## src/rtl/pipe_stage_reg_if.sv

```systemverilog
// Handshake bundle for pipe_stage_reg: upstream valid/ready/data/ctrl/bubble,
// downstream valid/ready/data/ctrl and the flush strobe.
interface pipe_stage_reg_if #(
  parameter int DATA_W = 32,
  parameter int CTRL_W = 16
);
  logic              in_valid;
  logic              in_ready;
  logic [DATA_W-1:0] in_data;
  logic [CTRL_W-1:0] in_ctrl;
  logic              in_bubble;
  logic              flush;
  logic              out_valid;
  logic              out_ready;
  logic [DATA_W-1:0] out_data;
  logic [CTRL_W-1:0] out_ctrl;

  modport slave (
    input  in_valid, in_data, in_ctrl, in_bubble, flush, out_ready,
    output in_ready, out_valid, out_data, out_ctrl
  );

  modport master (
    output in_valid, in_data, in_ctrl, in_bubble, flush, out_ready,
    input  in_ready, out_valid, out_data, out_ctrl
  );
endinterface

```

## src/rtl/pipe_stage_reg.sv

```systemverilog
// Handshaked pipeline stage register with a 2-entry skid buffer, bubble and flush.
// Optional perf counters are built only when PIPE_STAGE_PERF_EN is defined.
//
// state | meaning
// EMPTY | main invalid, skid invalid
// ONE   | main valid, skid invalid
// FULL  | main and skid valid, in_ready low
module pipe_stage_reg #(
  parameter int                DATA_W   = 32,
  parameter int                CTRL_W   = 16,
  parameter logic [CTRL_W-1:0] CTRL_NOP = {CTRL_W{1'b0}}
) (
  input  logic                clk,
  input  logic                rst,
  pipe_stage_reg_if.slave     bus,
  input  logic                perf_clr,
  output logic [31:0]         perf_stall_cnt,
  output logic [31:0]         perf_bubble_cnt
);

  typedef enum logic [1:0] {EMPTY, ONE, FULL} state_t;

  state_t            state_q;
  logic              in_ready_q;
  logic              out_valid_q;
  logic [DATA_W-1:0] main_data_q;
  logic [CTRL_W-1:0] main_ctrl_q;
  logic [DATA_W-1:0] skid_data_q;
  logic [CTRL_W-1:0] skid_ctrl_q;

  logic              accept;
  logic              emit;
  logic [CTRL_W-1:0] beat_ctrl;

  assign accept    = bus.in_valid & in_ready_q;
  assign emit      = out_valid_q & bus.out_ready;
  assign beat_ctrl = bus.in_bubble ? CTRL_NOP : bus.in_ctrl;

  always_ff @(posedge clk or posedge rst) begin
    if (rst) begin
      state_q     <= EMPTY;
      in_ready_q  <= 1'b1;
      out_valid_q <= 1'b0;
      main_data_q <= '0;
      main_ctrl_q <= CTRL_NOP;
      skid_data_q <= '0;
      skid_ctrl_q <= CTRL_NOP;
    end else if (bus.flush) begin
      // Data registers keep their contents; only control is neutralised.
      state_q     <= EMPTY;
      in_ready_q  <= 1'b1;
      out_valid_q <= 1'b0;
      main_ctrl_q <= CTRL_NOP;
      skid_ctrl_q <= CTRL_NOP;
    end else begin
      case (state_q)
        EMPTY: begin
          if (accept) begin
            main_data_q <= bus.in_data;
            main_ctrl_q <= beat_ctrl;
            out_valid_q <= 1'b1;
            state_q     <= ONE;
          end
        end
        ONE: begin
          if (accept && emit) begin
            main_data_q <= bus.in_data;
            main_ctrl_q <= beat_ctrl;
          end else if (accept) begin
            skid_data_q <= bus.in_data;
            skid_ctrl_q <= beat_ctrl;
            in_ready_q  <= 1'b0;
            state_q     <= FULL;
          end else if (emit) begin
            main_ctrl_q <= CTRL_NOP;
            out_valid_q <= 1'b0;
            state_q     <= EMPTY;
          end
        end
        FULL: begin
          if (emit) begin
            main_data_q <= skid_data_q;
            main_ctrl_q <= skid_ctrl_q;
            skid_ctrl_q <= CTRL_NOP;
            in_ready_q  <= 1'b1;
            state_q     <= ONE;
          end
        end
        default: begin
          state_q     <= EMPTY;
          in_ready_q  <= 1'b1;
          out_valid_q <= 1'b0;
          main_ctrl_q <= CTRL_NOP;
          skid_ctrl_q <= CTRL_NOP;
        end
      endcase
    end
  end

  assign bus.in_ready  = in_ready_q;
  assign bus.out_valid = out_valid_q;
  assign bus.out_data  = main_data_q;
  assign bus.out_ctrl  = main_ctrl_q;

`ifdef PIPE_STAGE_PERF_EN
  logic [31:0] stall_cnt_q, stall_cnt_d;
  logic [31:0] bubble_cnt_q, bubble_cnt_d;

  // Clear beats increment; both counters stick at all-ones.
  always_comb begin
    stall_cnt_d  = stall_cnt_q;
    bubble_cnt_d = bubble_cnt_q;
    if (perf_clr) begin
      stall_cnt_d  = '0;
      bubble_cnt_d = '0;
    end else begin
      if (bus.in_valid && !in_ready_q && (stall_cnt_q != 32'hFFFF_FFFF))
        stall_cnt_d = stall_cnt_q + 32'd1;
      if (accept && bus.in_bubble && (bubble_cnt_q != 32'hFFFF_FFFF))
        bubble_cnt_d = bubble_cnt_q + 32'd1;
    end
  end

  always_ff @(posedge clk or posedge rst) begin
    if (rst) begin
      stall_cnt_q  <= '0;
      bubble_cnt_q <= '0;
    end else begin
      stall_cnt_q  <= stall_cnt_d;
      bubble_cnt_q <= bubble_cnt_d;
    end
  end

  assign perf_stall_cnt  = stall_cnt_q;
  assign perf_bubble_cnt = bubble_cnt_q;
`else
  logic unused_perf_clr;
  assign unused_perf_clr = perf_clr;
  assign perf_stall_cnt  = 32'h0;
  assign perf_bubble_cnt = 32'h0;
`endif

endmodule

```

## src/flat_wrapper.sv

```systemverilog
// flat-port wrapper written by rule: the top's interface ports become plain ports
module pipe_stage_reg_flat 
#(
  parameter int                DATA_W   = 32,
  parameter int                CTRL_W   = 16,
  parameter logic [CTRL_W-1:0] CTRL_NOP = {CTRL_W{1'b0}}
)
  (clk, rst, perf_clr, perf_stall_cnt, perf_bubble_cnt, bus_in_valid, bus_in_data, bus_in_ctrl, bus_in_bubble, bus_flush, bus_out_ready, bus_in_ready, bus_out_valid, bus_out_data, bus_out_ctrl);
  pipe_stage_reg_if #(.DATA_W(DATA_W), .CTRL_W(CTRL_W)) bus_i ();
  input  logic clk;
  input  logic rst;
  input  logic perf_clr;
  output logic [31:0] perf_stall_cnt;
  output logic [31:0] perf_bubble_cnt;
  input wire logic [$bits(bus_i.in_valid)-1:0] bus_in_valid;
  input wire logic [$bits(bus_i.in_data)-1:0] bus_in_data;
  input wire logic [$bits(bus_i.in_ctrl)-1:0] bus_in_ctrl;
  input wire logic [$bits(bus_i.in_bubble)-1:0] bus_in_bubble;
  input wire logic [$bits(bus_i.flush)-1:0] bus_flush;
  input wire logic [$bits(bus_i.out_ready)-1:0] bus_out_ready;
  output wire logic [$bits(bus_i.in_ready)-1:0] bus_in_ready;
  output wire logic [$bits(bus_i.out_valid)-1:0] bus_out_valid;
  output wire logic [$bits(bus_i.out_data)-1:0] bus_out_data;
  output wire logic [$bits(bus_i.out_ctrl)-1:0] bus_out_ctrl;
  assign bus_i.in_valid = bus_in_valid;
  assign bus_i.in_data = bus_in_data;
  assign bus_i.in_ctrl = bus_in_ctrl;
  assign bus_i.in_bubble = bus_in_bubble;
  assign bus_i.flush = bus_flush;
  assign bus_i.out_ready = bus_out_ready;
  assign bus_in_ready = bus_i.in_ready;
  assign bus_out_valid = bus_i.out_valid;
  assign bus_out_data = bus_i.out_data;
  assign bus_out_ctrl = bus_i.out_ctrl;
  pipe_stage_reg #(.DATA_W(DATA_W), .CTRL_W(CTRL_W), .CTRL_NOP(CTRL_NOP)) u_core (.clk(clk), .rst(rst), .bus(bus_i), .perf_clr(perf_clr), .perf_stall_cnt(perf_stall_cnt), .perf_bubble_cnt(perf_bubble_cnt));
endmodule
```

## config.mk

```make
export PLATFORM = sky130hd
export DESIGN_NAME = pipe_stage_reg_flat
export DESIGN_NICKNAME = d
export VERILOG_FILES = /design/src/rtl/pipe_stage_reg_if.sv /design/src/rtl/pipe_stage_reg.sv /design/src/flat_wrapper.sv
export SDC_FILE = /design/constraint.sdc
export NUM_CORES = 1
export LEC_CHECK = 0
export BUFFER_PORTS_ARGS = -buffer_cell sky130_fd_sc_hd__buf_2
export CAP_MARGIN = 25
export CORE_UTILIZATION = 45
export CTS_BUF_LIST = sky130_fd_sc_hd__clkbuf_16
export DETAILED_ROUTE_END_ITERATION = 6
export GPL_TIMING_DRIVEN = 0
export PLACE_DENSITY = 0.72
export REMOVE_ABC_BUFFERS = 1
export SETUP_SLACK_MARGIN = 0.15
export SYNTH_ARGS = -nofsm -noshare
export SYNTH_HDL_FRONTEND = slang
export SYNTH_SLANG_ARGS = --single-unit
```

## constraint.sdc

```tcl
create_clock -name clk -period 3.2 [get_ports clk]
set_input_delay 0.32 -clock clk [delete_from_list [all_inputs] [get_ports clk]]
set_output_delay 0.32 -clock clk [all_outputs]
set_load 0.05 [all_outputs]
```

==> results.cfg <==
[worst_setup_path]
crit_cells = 5
cp.required_ps = 3430
critical_path_buf_inv_count = 1
critPathTopFamily = flip-flops
crit_chain = nor2b_4, o21ai_2, a21oi_4, buf_12, mux2_2
critPathMaxStageDelay_ps = 940
cp-endpoint = u_core.bus.out_data[19]
cp-end-kind = flip-flop
slowest_stage = dfrtp_1
r2r-start = u_core.state_q[1]
ff2ff_setup_slack_ps = 380
rr_endpoint = u_core.bus.out_data[19]
reg2regPathDepth = 5
start_kind = flip-flop
crit_arrival_ps = 3050
crit_start = u_core.state_q[1]
path_class = flip-flop to flip-flop
critPathMaxFanout = 25

[min_path]
hold_class = input port to asynchronous set/reset pin

[final_layout]
area_growth_pct = 13.2
seqCellArea_sq_mm = 0.00250
fillCellCount = 975
multi_input_area_sq_mm = 0.00235
fin_util = 0.523
stdcell_count = 668
n_antenna_cell = 0
drive_above_1_share = 0.410
nets = 575

[floorplan]
ios = 169
start_util = 0.461
fp.coreArea_sq_mm = 0.0114
num_rows = 39
die_height_microns = 110
die_w_microns = 110
die_area_sq_mm = 0.0121

[sta]
tns_ps = 0
final-max-slew-violation-count = 0
worst_pin_slew_ps = 1030
min_period_over_period = 0.881
max-slew-margin-rel = 0.311
final_hold_viol_count = 0
hold_ws_ps = 70.6
fin_skew_ps = 4.11
rsz0062_at_grt = no
finalSetupViolCount = 0
finalCriticalPeriod_ps = 2820
setup_slack_ps = 382
timing.fmax_mhz = 355

[synthesis]
yosysTopAreaCell = dfrtp_1
synth_top_area_frac = 0.472
synthesis.instances = 425
synth_edf_count = 0
ys.flop_type = dfrtp_1
ys_ff_latch = 100
synth_warnings = 0
syn_avg_cell_area_sq_um = 12.3
synth_cell_type_count = 43
netlist_area_sq_mm = 0.00525
synth_area_leaders = dfrtp_1 (47%), mux2_2 (17%), buf_4 (9.9%)
ys_seq_area_frac = 0.477
ys_async_sr_fraction = 1.00

[clocking]
clk_pin_slew_ps = 60
numCtsBuffers = 9
clk_latency_ps = 350
clockBufferDepth = 2
post_cts_resized = 0
cts_sinks = 100
cts_tree = done
cts_root_buffer = clkbuf_16
h-tree-depth = 3

[power]
p_leak_nw = 2.77
power-per-cell-area_mw_per_mm2 = 742
vdd_drop_max_uv = 481

[grt]
grt-busiest-layer = met2
grt_usage = 0.179
first_global_vias = 3388
met1_usage = 0.212
grt_use_met3 = 0.0594
grt_max_degree = 52
grt_use_met2 = 0.289
grt_pass1_wl_microns = 16200
antenna_found_initial = 0
grt.overflow.total = 0

[placed_design]
place_inst = 651
preCtsSetupSlack_ps = 218
place_congestion = 0.753
portBuffers = 103
dp_hpwl_microns = 6920

[detailed_routing]
wire_per_inst_microns = 15.3
ant_nets = 0
vias_per_cell = 5.04
drtIter0Drc = 124
drt-pass1-iter-count = 6
vias = 3364
drc = 0
drt-total-wl_microns = 10200

[flow_run]
maxCapViolCount = 0

[status]
status = finished clean
## layout by cell type (no fill, tap or decap), types with 2 or more instances in the layout
| cell | count |
|---|---|
| buf_12 | 2 |
| buf_16 | 2 |
| nor2b_1 | 11 |
| clkinv_2 | 2 |
| dfrtp_1 | 99 |
| nor2_1 | 3 |
| o21ai_0 | 5 |
| a31oi_1 | 5 |
| and2_1 | 2 |
| nand2_1 | 14 |
| mux2_1 | 14 |
| a21oi_1 | 8 |
| clkbuf_16 | 9 |
| mux2i_1 | 16 |
| mux2_2 | 79 |
| a2bb2oi_1 | 6 |
| conb_1 | 64 |
| buf_2 | 103 |
| clkinv_1 | 2 |
| o21bai_1 | 2 |
| nand3b_1 | 4 |
| o2bb2ai_1 | 21 |
| a22o_1 | 5 |
| nand2b_1 | 17 |
| mux2_4 | 3 |
| inv_1 | 3 |
## synth_stat cells (all sizes together), types with 5 or more instances
library cell	instances
a2bb2oi	6
dfrtp	99
nor2	5
nand2	15
o21ai	6
buf	83
a31oi	5
mux2	96
a21oi	9
nand2b	17
o2bb2ai	21
a22o	5
mux2i	16
nor2b	12
## flip-flops by register name, summed over array words and instances (netlist names)
signal	flops
u_core.state_q	2
u_core.bus.out_valid	1
u_core.skid_data_q	32
u_core.bus.out_ctrl	16
u_core.bus.in_ready	1
u_core.bus.out_data	32
u_core.skid_ctrl_q	16
## kinds of logic (layout without fill, tap and decap cells)
kind of cell	Yosys count	in the layout	synth area share
buffers and inverters	90	126	0.123
muxes	112	112	0.239
xor gates and xnor gates	1	1	0.00167
AOI/OAI and AO/OA	59	59	0.0873
other	1	64	0.000715
DFF	100	100	0.477
and+or+nand+nor	62	63	0.0713
## worst reg2reg max path, stage by stage, from the launching register on
cell and delay, ps:
dfrtp_1 940, nor2b_4 620, o21ai_2 170, a21oi_4 370
buf_12 240, mux2_2 370
## power breakdown
group          switching [W]  leakage, nW  internal (W)
combinational        0.00107         1.37      0.000499
sequential          0.000182         1.26       0.00161
clock               0.000453        0.141      0.000595
## layout make-up
| class | instances | area share |
|---|---|---|
| Tap cell | 143 | 0.0301 |
| Clock inverter | 7 | 0.00990 |
| Inverter | 3 | 0.00232 |
| Clock buffer | 9 | 0.0379 |
| Sequential cell | 100 | 0.421 |
| Multi-Input combinational cell | 299 | 0.396 |
| Timing Repair Buffer | 107 | 0.103 |
## layer usage
metal  wire, microns  vias to the layer above
met3             897                       17
met1            4420                     1639
met4             216                        0
met2            4680                      147
met5               0                        -
li1                -                     1561
## per-stage QoR
stage          total power, W  area [sq um]
2_1_floorplan         0.00301          4850
3_3_place_gp          0.00331          5540
3_5_place_dp          0.00339          5650
4_1_cts               0.00445          5930
5_1_grt               0.00464          5940
6_report              0.00441          5940
## worst min path at each step
stage / start / end / slack [ps] / depth (start not counted)
CTS: rst / u_core.skid_data_q[26] / 90 / 2
global placement: u_core.bus.out_data[28] / u_core.bus.out_data[28] / 460 / 1
global route: rst / u_core.skid_data_q[26] / 140 / 2
finish: rst / u_core.skid_data_q[26] / 70 / 2
detailed placement: rst / u_core.skid_data_q[26] / 460 / 2
floorplan: bus_flush / u_core.bus.out_valid / 380 / 1
## what timing repair did
action / in CTS / in global routing
endpoints found under the setup margin: 0 / 25
setup buffers: 0 / 0
endpoints found under the hold margin: 0 / 0
hold buffers: 0 / 0
No activity file was read; power rests on OpenSTA's default activity.
